<file path="src/rtl/iob_rom_reader.sv">
// -----------------------------------------------------------------------------
// iob_rom_reader
// Streams a run of consecutive words out of a synchronous ROM (1-cycle
// registered read) onto a valid/ready stream. A start pulse in IDLE latches a
// start address and a word count. Reads are then issued with back-pressure
// awareness into a 2-entry in-order buffer, which feeds the stream output.
// The address wraps modulo the ROM depth.
//
// Ports
//   clk, rst        clock, synchronous active-high reset
//   start           request pulse, honoured only in IDLE
//   start_addr      first ROM address (sampled with start)
//   len             word count 0..2**ADDR_W (sampled with start)
//   busy            high in every state except IDLE
//   done            one-cycle pulse when a transfer finishes
//   rom_r_en        ROM read enable
//   rom_addr        ROM read address
//   rom_r_data      ROM read data, valid the cycle after rom_r_en
//   m_data          stream data (registered)
//   m_valid         stream valid
//   m_ready         stream ready from the sink
//   m_last          marks the final beat of a transfer
// -----------------------------------------------------------------------------
module iob_rom_reader #(
  parameter int DATA_W = 8,
  parameter int ADDR_W = 4
) (
  input  logic              clk,
  input  logic              rst,
  input  logic              start,
  input  logic [ADDR_W-1:0] start_addr,
  input  logic [ADDR_W:0]   len,
  output logic              busy,
  output logic              done,
  output logic              rom_r_en,
  output logic [ADDR_W-1:0] rom_addr,
  input  logic [DATA_W-1:0] rom_r_data,
  output logic [DATA_W-1:0] m_data,
  output logic              m_valid,
  input  logic              m_ready,
  output logic              m_last
);

  typedef enum logic [1:0] {
    S_IDLE,
    S_READ,
    S_FLUSH,
    S_DONE
  } state_t;

  state_t state, state_nxt;

  logic [ADDR_W:0]   issue_cnt;      // reads still to be issued
  logic [ADDR_W-1:0] addr_q;         // address of the next read
  logic              in_flight;      // a read was issued last cycle
  logic              in_flight_last; // ... and it was the final one

  // Two-entry buffer: head drives the stream, skid holds one more word.
  logic [DATA_W-1:0] head_data, skid_data;
  logic              head_valid, head_last;
  logic              skid_valid, skid_last;

  logic       pop;
  logic       issue;
  logic       last_issue;
  logic       load;
  logic [2:0] tally;

  assign pop = head_valid & m_ready;

  // Occupancy after this cycle if a read were issued now. A read is only
  // allowed when its returning word is guaranteed a buffer slot.
  assign tally = {2'b00, head_valid} + {2'b00, skid_valid}
               + {2'b00, in_flight} + 3'd1;

  assign issue      = (state == S_READ) && (issue_cnt != '0)
                      && (tally <= (3'd2 + {2'b00, pop}));
  assign last_issue = issue && (issue_cnt == (ADDR_W+1)'(1));
  assign load       = (state == S_IDLE) && start && (len != '0);

  // ---------------------------------------------------------------------------
  // FSM next-state logic
  // ---------------------------------------------------------------------------
  always_comb begin
    // NOTE: default first so every path assigns state_nxt; no latch is inferred.
    state_nxt = state;
    case (state)
      S_IDLE:  if (start) state_nxt = (len == '0) ? S_DONE : S_READ;
      S_READ:  if (last_issue) state_nxt = S_FLUSH;
      S_FLUSH: if (pop && head_last) state_nxt = S_DONE;
      S_DONE:  state_nxt = S_IDLE;
      default: state_nxt = S_IDLE;
    endcase
  end

  // NOTE: sequential state uses non-blocking assignments so all registers
  // update together from values sampled at the same edge.
  always_ff @(posedge clk) begin
    if (rst) state <= S_IDLE;
    else     state <= state_nxt;
  end

  // ---------------------------------------------------------------------------
  // Address / issue counter and in-flight tracking
  // ---------------------------------------------------------------------------
  always_ff @(posedge clk) begin
    if (rst) begin
      addr_q         <= '0;
      issue_cnt      <= '0;
      in_flight      <= 1'b0;
      in_flight_last <= 1'b0;
    end else begin
      if (load) begin
        addr_q    <= start_addr;
        issue_cnt <= len;
      end else if (issue) begin
        addr_q    <= addr_q + 1'b1;  // wraps naturally at 2**ADDR_W
        issue_cnt <= issue_cnt - 1'b1;
      end
      in_flight      <= issue;
      in_flight_last <= last_issue;
    end
  end

  // ---------------------------------------------------------------------------
  // In-order 2-entry buffer. The issue throttle guarantees a returning word
  // never finds both slots occupied without a pop in the same cycle.
  // ---------------------------------------------------------------------------
  always_ff @(posedge clk) begin
    if (rst) begin
      head_data  <= '0;
      head_valid <= 1'b0;
      head_last  <= 1'b0;
      skid_data  <= '0;
      skid_valid <= 1'b0;
      skid_last  <= 1'b0;
    end else if (pop) begin
      if (skid_valid) begin
        head_data  <= skid_data;
        head_last  <= skid_last;
        head_valid <= 1'b1;
        if (in_flight) begin
          skid_data <= rom_r_data;
          skid_last <= in_flight_last;
        end else begin
          skid_valid <= 1'b0;
        end
      end else if (in_flight) begin
        head_data  <= rom_r_data;
        head_last  <= in_flight_last;
        head_valid <= 1'b1;
      end else begin
        head_valid <= 1'b0;
      end
    end else if (in_flight) begin
      if (!head_valid) begin
        head_data  <= rom_r_data;
        head_last  <= in_flight_last;
        head_valid <= 1'b1;
      end else begin
        skid_data  <= rom_r_data;
        skid_last  <= in_flight_last;
        skid_valid <= 1'b1;
      end
    end
  end

  // ---------------------------------------------------------------------------
  // Outputs
  // ---------------------------------------------------------------------------
  assign busy     = (state != S_IDLE);
  assign done     = (state == S_DONE);
  assign rom_r_en = issue;
  assign rom_addr = addr_q;
  assign m_data   = head_data;
  assign m_valid  = head_valid;
  assign m_last   = head_valid & head_last;  // stale flag masked once drained

endmodule

</file>
<file path="config.mk">
export PLATFORM = sky130hd
export DESIGN_NAME = iob_rom_reader
export DESIGN_NICKNAME = d
export VERILOG_FILES = /design/src/rtl/iob_rom_reader.sv
export SDC_FILE = /design/constraint.sdc
export NUM_CORES = 1
export LEC_CHECK = 0
export CAP_MARGIN = 40
export CORE_ASPECT_RATIO = 0.9
export CORE_MARGIN = 5
export CORE_UTILIZATION = 49
export DETAILED_ROUTE_END_ITERATION = 6
export PLACE_DENSITY = 0.78
export SLEW_MARGIN = 10
export SYNTH_ARGS = -nofsm -noshare
export SYNTH_HDL_FRONTEND = slang
export SYNTH_SLANG_ARGS = --single-unit
</file>
<file path="constraint.sdc">
create_clock -name clk -period 3.1 [get_ports clk]
set_input_delay 0.62 -clock clk [delete_from_list [all_inputs] [get_ports clk]]
set_output_delay 0.62 -clock clk [all_outputs]
set_load 0.01 [all_outputs]
</file>
Word level (Yosys, flattened, before mapping)
Cells that the tools add are included.
{ "word_totals": {"reg_bits": 33, "in_bits": 21, "output_inout_bits": 17, "word_cells": 84} }
{ "op_classes": {"n_addsub": 6, "magnitude_cmp": 1, "n_eq_ne": 10, "n_mux": 35, "bitwise": 2, "n_reduce_logical": 19} }
{ "op_table": {"columns": ["operator", "n"], "rows": [
  ["$mux 8", 9],
  ["$mux 1", 17],
  ["$mux 5", 2],
  ["$ne 2x2->1 const B", 5],
  ["$reduce_bool 2->1", 5],
  ["$reduce_bool 5->1", 2],
  ["$mux 2", 4],
  ["$mux 4", 2],
  ["$pmux 2 s4", 1],
  ["$logic_and 1x1->1", 6],
  ["$reduce_and 3->1", 2],
  ["$eq 5x1->1 const B", 1],
  ["$logic_not 5->1", 1],
  ["$sub 5x1->5 const B", 1],
  ["$add 4x1->4 const B", 1],
  ["$eq 2x2->1 const B", 2],
  ["$reduce_and 4->1", 1],
  ["$add 2x1->3", 1],
  ["$add 2x1->3 const A", 1],
  ["$add 3x1->3 const B", 1],
  ["$le 3x3->1", 1],
  ["$add 1x1->2", 1],
  ["$and 1x1->1", 2],
  ["$eq 2x1->1 const B", 1],
  ["other kinds (3)", 3]
]} }

Longest topological paths before layout
{ "logic_depth": {"word_depth": 8, "mapped_depth": 12, "depth_no_buf": 11} }

Least setup slack after synthesis
No wires, ideal clock.
{ "synth_timing": {"path_kind": "reg2out", "from": "reg head_valid (netlist: m_valid)", "to": "out rom_r_en", "arrival_time_ns": 2.328, "required_ns": 2.480, "setup_slack_ns": 0.152, "path_stages_with_launch": 11, "cell_sequence": "dfxtp_1 > inv_1 > ha_1 > inv_1 > ha_1 > inv_1 > ha_1 > nor3b_1 > or3_1 > buf_2 > inv_2"} }
{ "synth_between": {"elab_chain_len": 5, "elab_cells_between_ends": 7, "cone_classes": "add/sub: 4; order compare: 1; bitwise: 1; reduce/logical: 1"} }
{ "synth_lines": {"columns": ["element", "line_no", "rtl"], "rows": [
  ["from (decl)", "60", "logic head_valid, head_last;"],
  ["from (signal assigned)", "132", "head_valid <= 1'b0;"],
  ["from (signal assigned)", "141", "head_valid <= 1'b1;"],
  ["from (signal assigned)", "151", "head_valid <= 1'b1;"],
  ["$add 1x1->2", "73", "assign tally = {2'b00, head_valid} + {2'b00, skid_valid}"],
  ["$add 2x1->3", "74", "+ {2'b00, in_flight} + 3'd1;"],
  ["$add 3x1->3", "74", null],
  ["$le 3x3->1 (*)", "77", "&& (tally <= (3'd2 + {2'b00, pop}));"],
  ["$logic_and 1x1->1 (*)", "77", null],
  ["to (decl)", "35", "output logic rom_r_en,"]
]} }
Mark *: on every way between the ends. The rest lies on a longest branch, timed or not.

Final worst setup path
{ "layout_timing": {"from": "reg skid_valid", "to": "out rom_r_en"} }
{ "layout_between": {"elab_chain_len": 5} }
{ "layout_lines": {"columns": ["element", "line_no", "rtl"], "rows": [
  ["from (decl)", "61", "logic skid_valid, skid_last;"],
  ["from (signal assigned)", "135", "skid_valid <= 1'b0;"],
  ["from (signal assigned)", "146", "skid_valid <= 1'b0;"],
  ["from (signal assigned)", "163", "skid_valid <= 1'b1;"],
  ["$add 1x1->2", "73", null],
  ["$add 2x1->3", "74", null],
  ["$add 3x1->3", "74", null],
  ["$le 3x3->1", "77", null],
  ["$logic_and 1x1->1", "77", null]
]} }
Every way passes these cells.

==> results by group <==
Floorplan
  • Area of the die: 0.00470 mm²
  • Die Height: between 60 and 70 µm
  • Die X: 71.7 µm
  • Core Region: 0.00335 mm²
  • Boundary pin count: 38
  • Num rows: 20
  • Initial Util: 50.1%

STA
  • Worst hold slack: 0.500 ns
  • Skew final: between 0.004 and 0.005 ns
  • Final Hold Viols: 0
  • Max-slew violations: 0
  • RSZ-0062 raised after global routing: false
  • Fmax: 346 MHz
  • Final period util: 93.3%
  • Crit path time final: slightly below 3 ns
  • Final setup vio count: 0
  • Slew HR: 65.2%
  • Worst slew pin tran: 0.520 ns

Power
  • Psw: 597 µW
  • Sequential share of power: 32.7%
  • PwrDens: ~790 mW/mm²
  • Switching share of power: 33.0%
  • Int Pwr: 1.21 mW
  • Logic pwr share: 41.0%
  • Clock power frac: about a quarter
  • Static Leak: 1.04 nW
  • Peak supply drop: 0.426 mV

Synthesis
  • Register area share after synthesis: 39.3%
  • Synthesized instance count: 180
  • Asr flop ratio synth: 0%
  • Syn nets: 214
  • EDFF count, synth: 0
  • Post-synthesis cell area: 0.00168 mm²
  • Synth top area share: about two fifths
  • Post-synth top cells: dfxtp_1, nor2_1, mux2i_1
  • Top-count cell post-synth: dfxtp_1
  • Post-synthesis register bit count: 33
  • Yosys warns: 0
  • Mean Syn Cell Area: 9.33 µm²
  • Most used flip-flop cell after synthesis: dfxtp_1
  • Synth area leader: dfxtp_1
  • Top post-synthesis cells by area: dfxtp_1, mux2i_1, ha_1
  • Number of distinct library cells after synthesis: 37

Clock network
  • Hold buffer count at CTS: 0
  • Clock Sinks: 33
  • CTS Buf Count: 5
  • H-tree depth: 2
  • Clock latency on the worst-skew pair: ~0.28 ns
  • CTS Buffer Depth: 2
  • Worst-path clk slew: 0.07 ns
  • CTS tree: built
  • CTS root buffer: clkbuf_8

Place
  • Placer Congestion: 0.817
  • PortBufs: 37
  • Placed inst area: between 0.002 and 0.0025 mm²
  • HPWL Detailed: 2930 µm

GRT
  • Grt ovf: 0
  • Vias in the first global route: ~1500
  • Pin count of the biggest net entering global routing: 26
  • Met3 usage: 3.21%
  • Met1 usage: 19.4%
  • Global-route wire length before repair: 6850 µm
  • Initial antenna violation count: 0
  • Total GRT Usage: 18.8%
  • Global Route met2 Usage: 35.7%
  • GR peak layer: met2

Cells and area
  • Final Instance Area: 0.00229 mm²
  • Nets: ~260
  • Area grow syn2layout: 36.4%
  • Fillers: 289
  • Layout cells sized above 1: between 10 and 15%
  • Ant. Diodes: 0

Setup path
  • Worst-path maximum fanout: 5
  • Setup crit start: skid_valid
  • Worst r2r src: skid_valid
  • Critical path class: reg2out
  • Crit end category: output pin
  • Startpoint Class: flip-flop
  • Worst endpoint required time: 2.48 ns
  • CP Data Arrival Time: roughly 2.3 ns

Drt
  • Drc violations: 0
  • Initial DRT Pass Iterations: 4
  • Drt wl/cell: 14.9 µm
  • Routed Antenna Nets: 0
  • Detailed Route WL: 4080 µm
  • Vias per cell: 5.46
  • Vias: 1490
  • Initial DRC Count: 77

Job
  • Max_cap viols: 0

Worst hold path
  • Hold_sp: in_flight_last
  • Worst Hold Class: reg2reg

Status
  • Status: completed
==> per-stage QoR <==
step | power [mW] | std cells | TNS, ns | worst slack, ns | utilization, %
after floorplan | 1.03 | 180 | 0 | 0.152 | -
after global placement | 1.29 | 265 | -0.0598 | -0.0598 | 64.3
final | 1.81 | 273 | 0 | 0.208 | 68.3
after CTS | 1.81 | 273 | 0 | 0.0180 | 68.3
after global routing | 1.93 | 273 | 0 | 0.0812 | 68.3
after detailed placement | 1.33 | 265 | -0.0716 | -0.0716 | 64.3
==> state kept, by name (all words and copies together), names as in the netlist <==
name and count:
m_data 8, skid_data 8, issue_cnt 5, rom_addr 4, state 2, head_last 1, in_flight 1, in_flight_last 1
m_valid 1, skid_last 1, skid_valid 1
==> timing repair <==
| action | in CTS | in global routing |
|---|---|---|
| hold endpoints to repair | 0 | 0 |
| endpoints found under the setup margin | 1 | 1 |
| gates resized for setup | 2 | 3 |
| setup buffers | 0 | 0 |
==> critical path, stage by stage, from the launching register on <==
cell	delay [ns]
dfxtp_2	0.36
inv_1	0.07
ha_1	0.28
inv_1	0.04
ha_1	0.26
inv_1	0.05
ha_1	0.30
nor3b_2	0.06
or3_1	0.38
inv_2	0.07
clkbuf_2	0.12
==> final cells by class <==
type | count | area [µm²] | area share, %
clock buffers | 5 | 68.8 | 3.00
clock inverters | 3 | 65.1 | 2.84
inverters | 15 | 56.3 | 2.46
multi-input cells | 125 | 936 | 40.9
flip-flops and latches | 33 | 662 | 28.9
well taps | 44 | 55.1 | 2.40
repair buffers | 48 | 448 | 19.6
==> cells in the final DEF (no fill, tap or decap), types with 3 or more instances in the layout <==
master and count:
inv_1 14, a211oi_1 11, a22o_1 3, o21ai_0 6
dfxtp_1 32, nand3_1 3, a21oi_1 9, nand2_1 4
buf_4 11, nor3_1 4, clkdlybuf4s50_1 36, mux2i_1 20
nor2_1 21, nor4_1 3, clkbuf_8 5, ha_1 13
or3_1 3, xnor2_1 4
==> final timing paths <==
path	end	slack [ns]	depth (start not counted)
hold / removal	skid_last	0.50	2
hold reg to reg	skid_last	0.50	2
setup reg to reg	rom_addr[3]	0.55	11
setup / recovery	rom_r_en	0.21	10
==> layer usage <==
layer | share of wire [%] | routed length [µm] | vias to the layer above
met4 | 2.2 | 89 | 0
met1 | 38 | 1560 | 701
met5 | 0 | 0 | -
li1 | - | - | 742
met2 | 54 | 2200 | 38
met3 | 5.6 | 228 | 9
==> logic make-up after synthesis <==
logic type	count (synthesis)	share of synthesized area, %
flip-flops	33	39.3
AO/OA/AOI/OAI	37	15.8
multiplexers	20	11.9
AND/OR/NAND/NOR	50	15.4
XOR/XNOR	5	2.61
buffers and inverters	22	5.22
adder cells (fa/ha/maj)	13	9.69
==> power by group through the flow <==
stage	Combinational, mW	Clock (mW)	Sequential [mW]
after floorplan	0.423	0	0.604
after global placement	0.695	0	0.590
after detailed placement	0.730	0	0.599
after CTS	0.743	0.479	0.591
after global routing	0.824	0.504	0.604
final	0.740	0.474	0.590
Note: power is estimated with default switching activity, not from simulation.
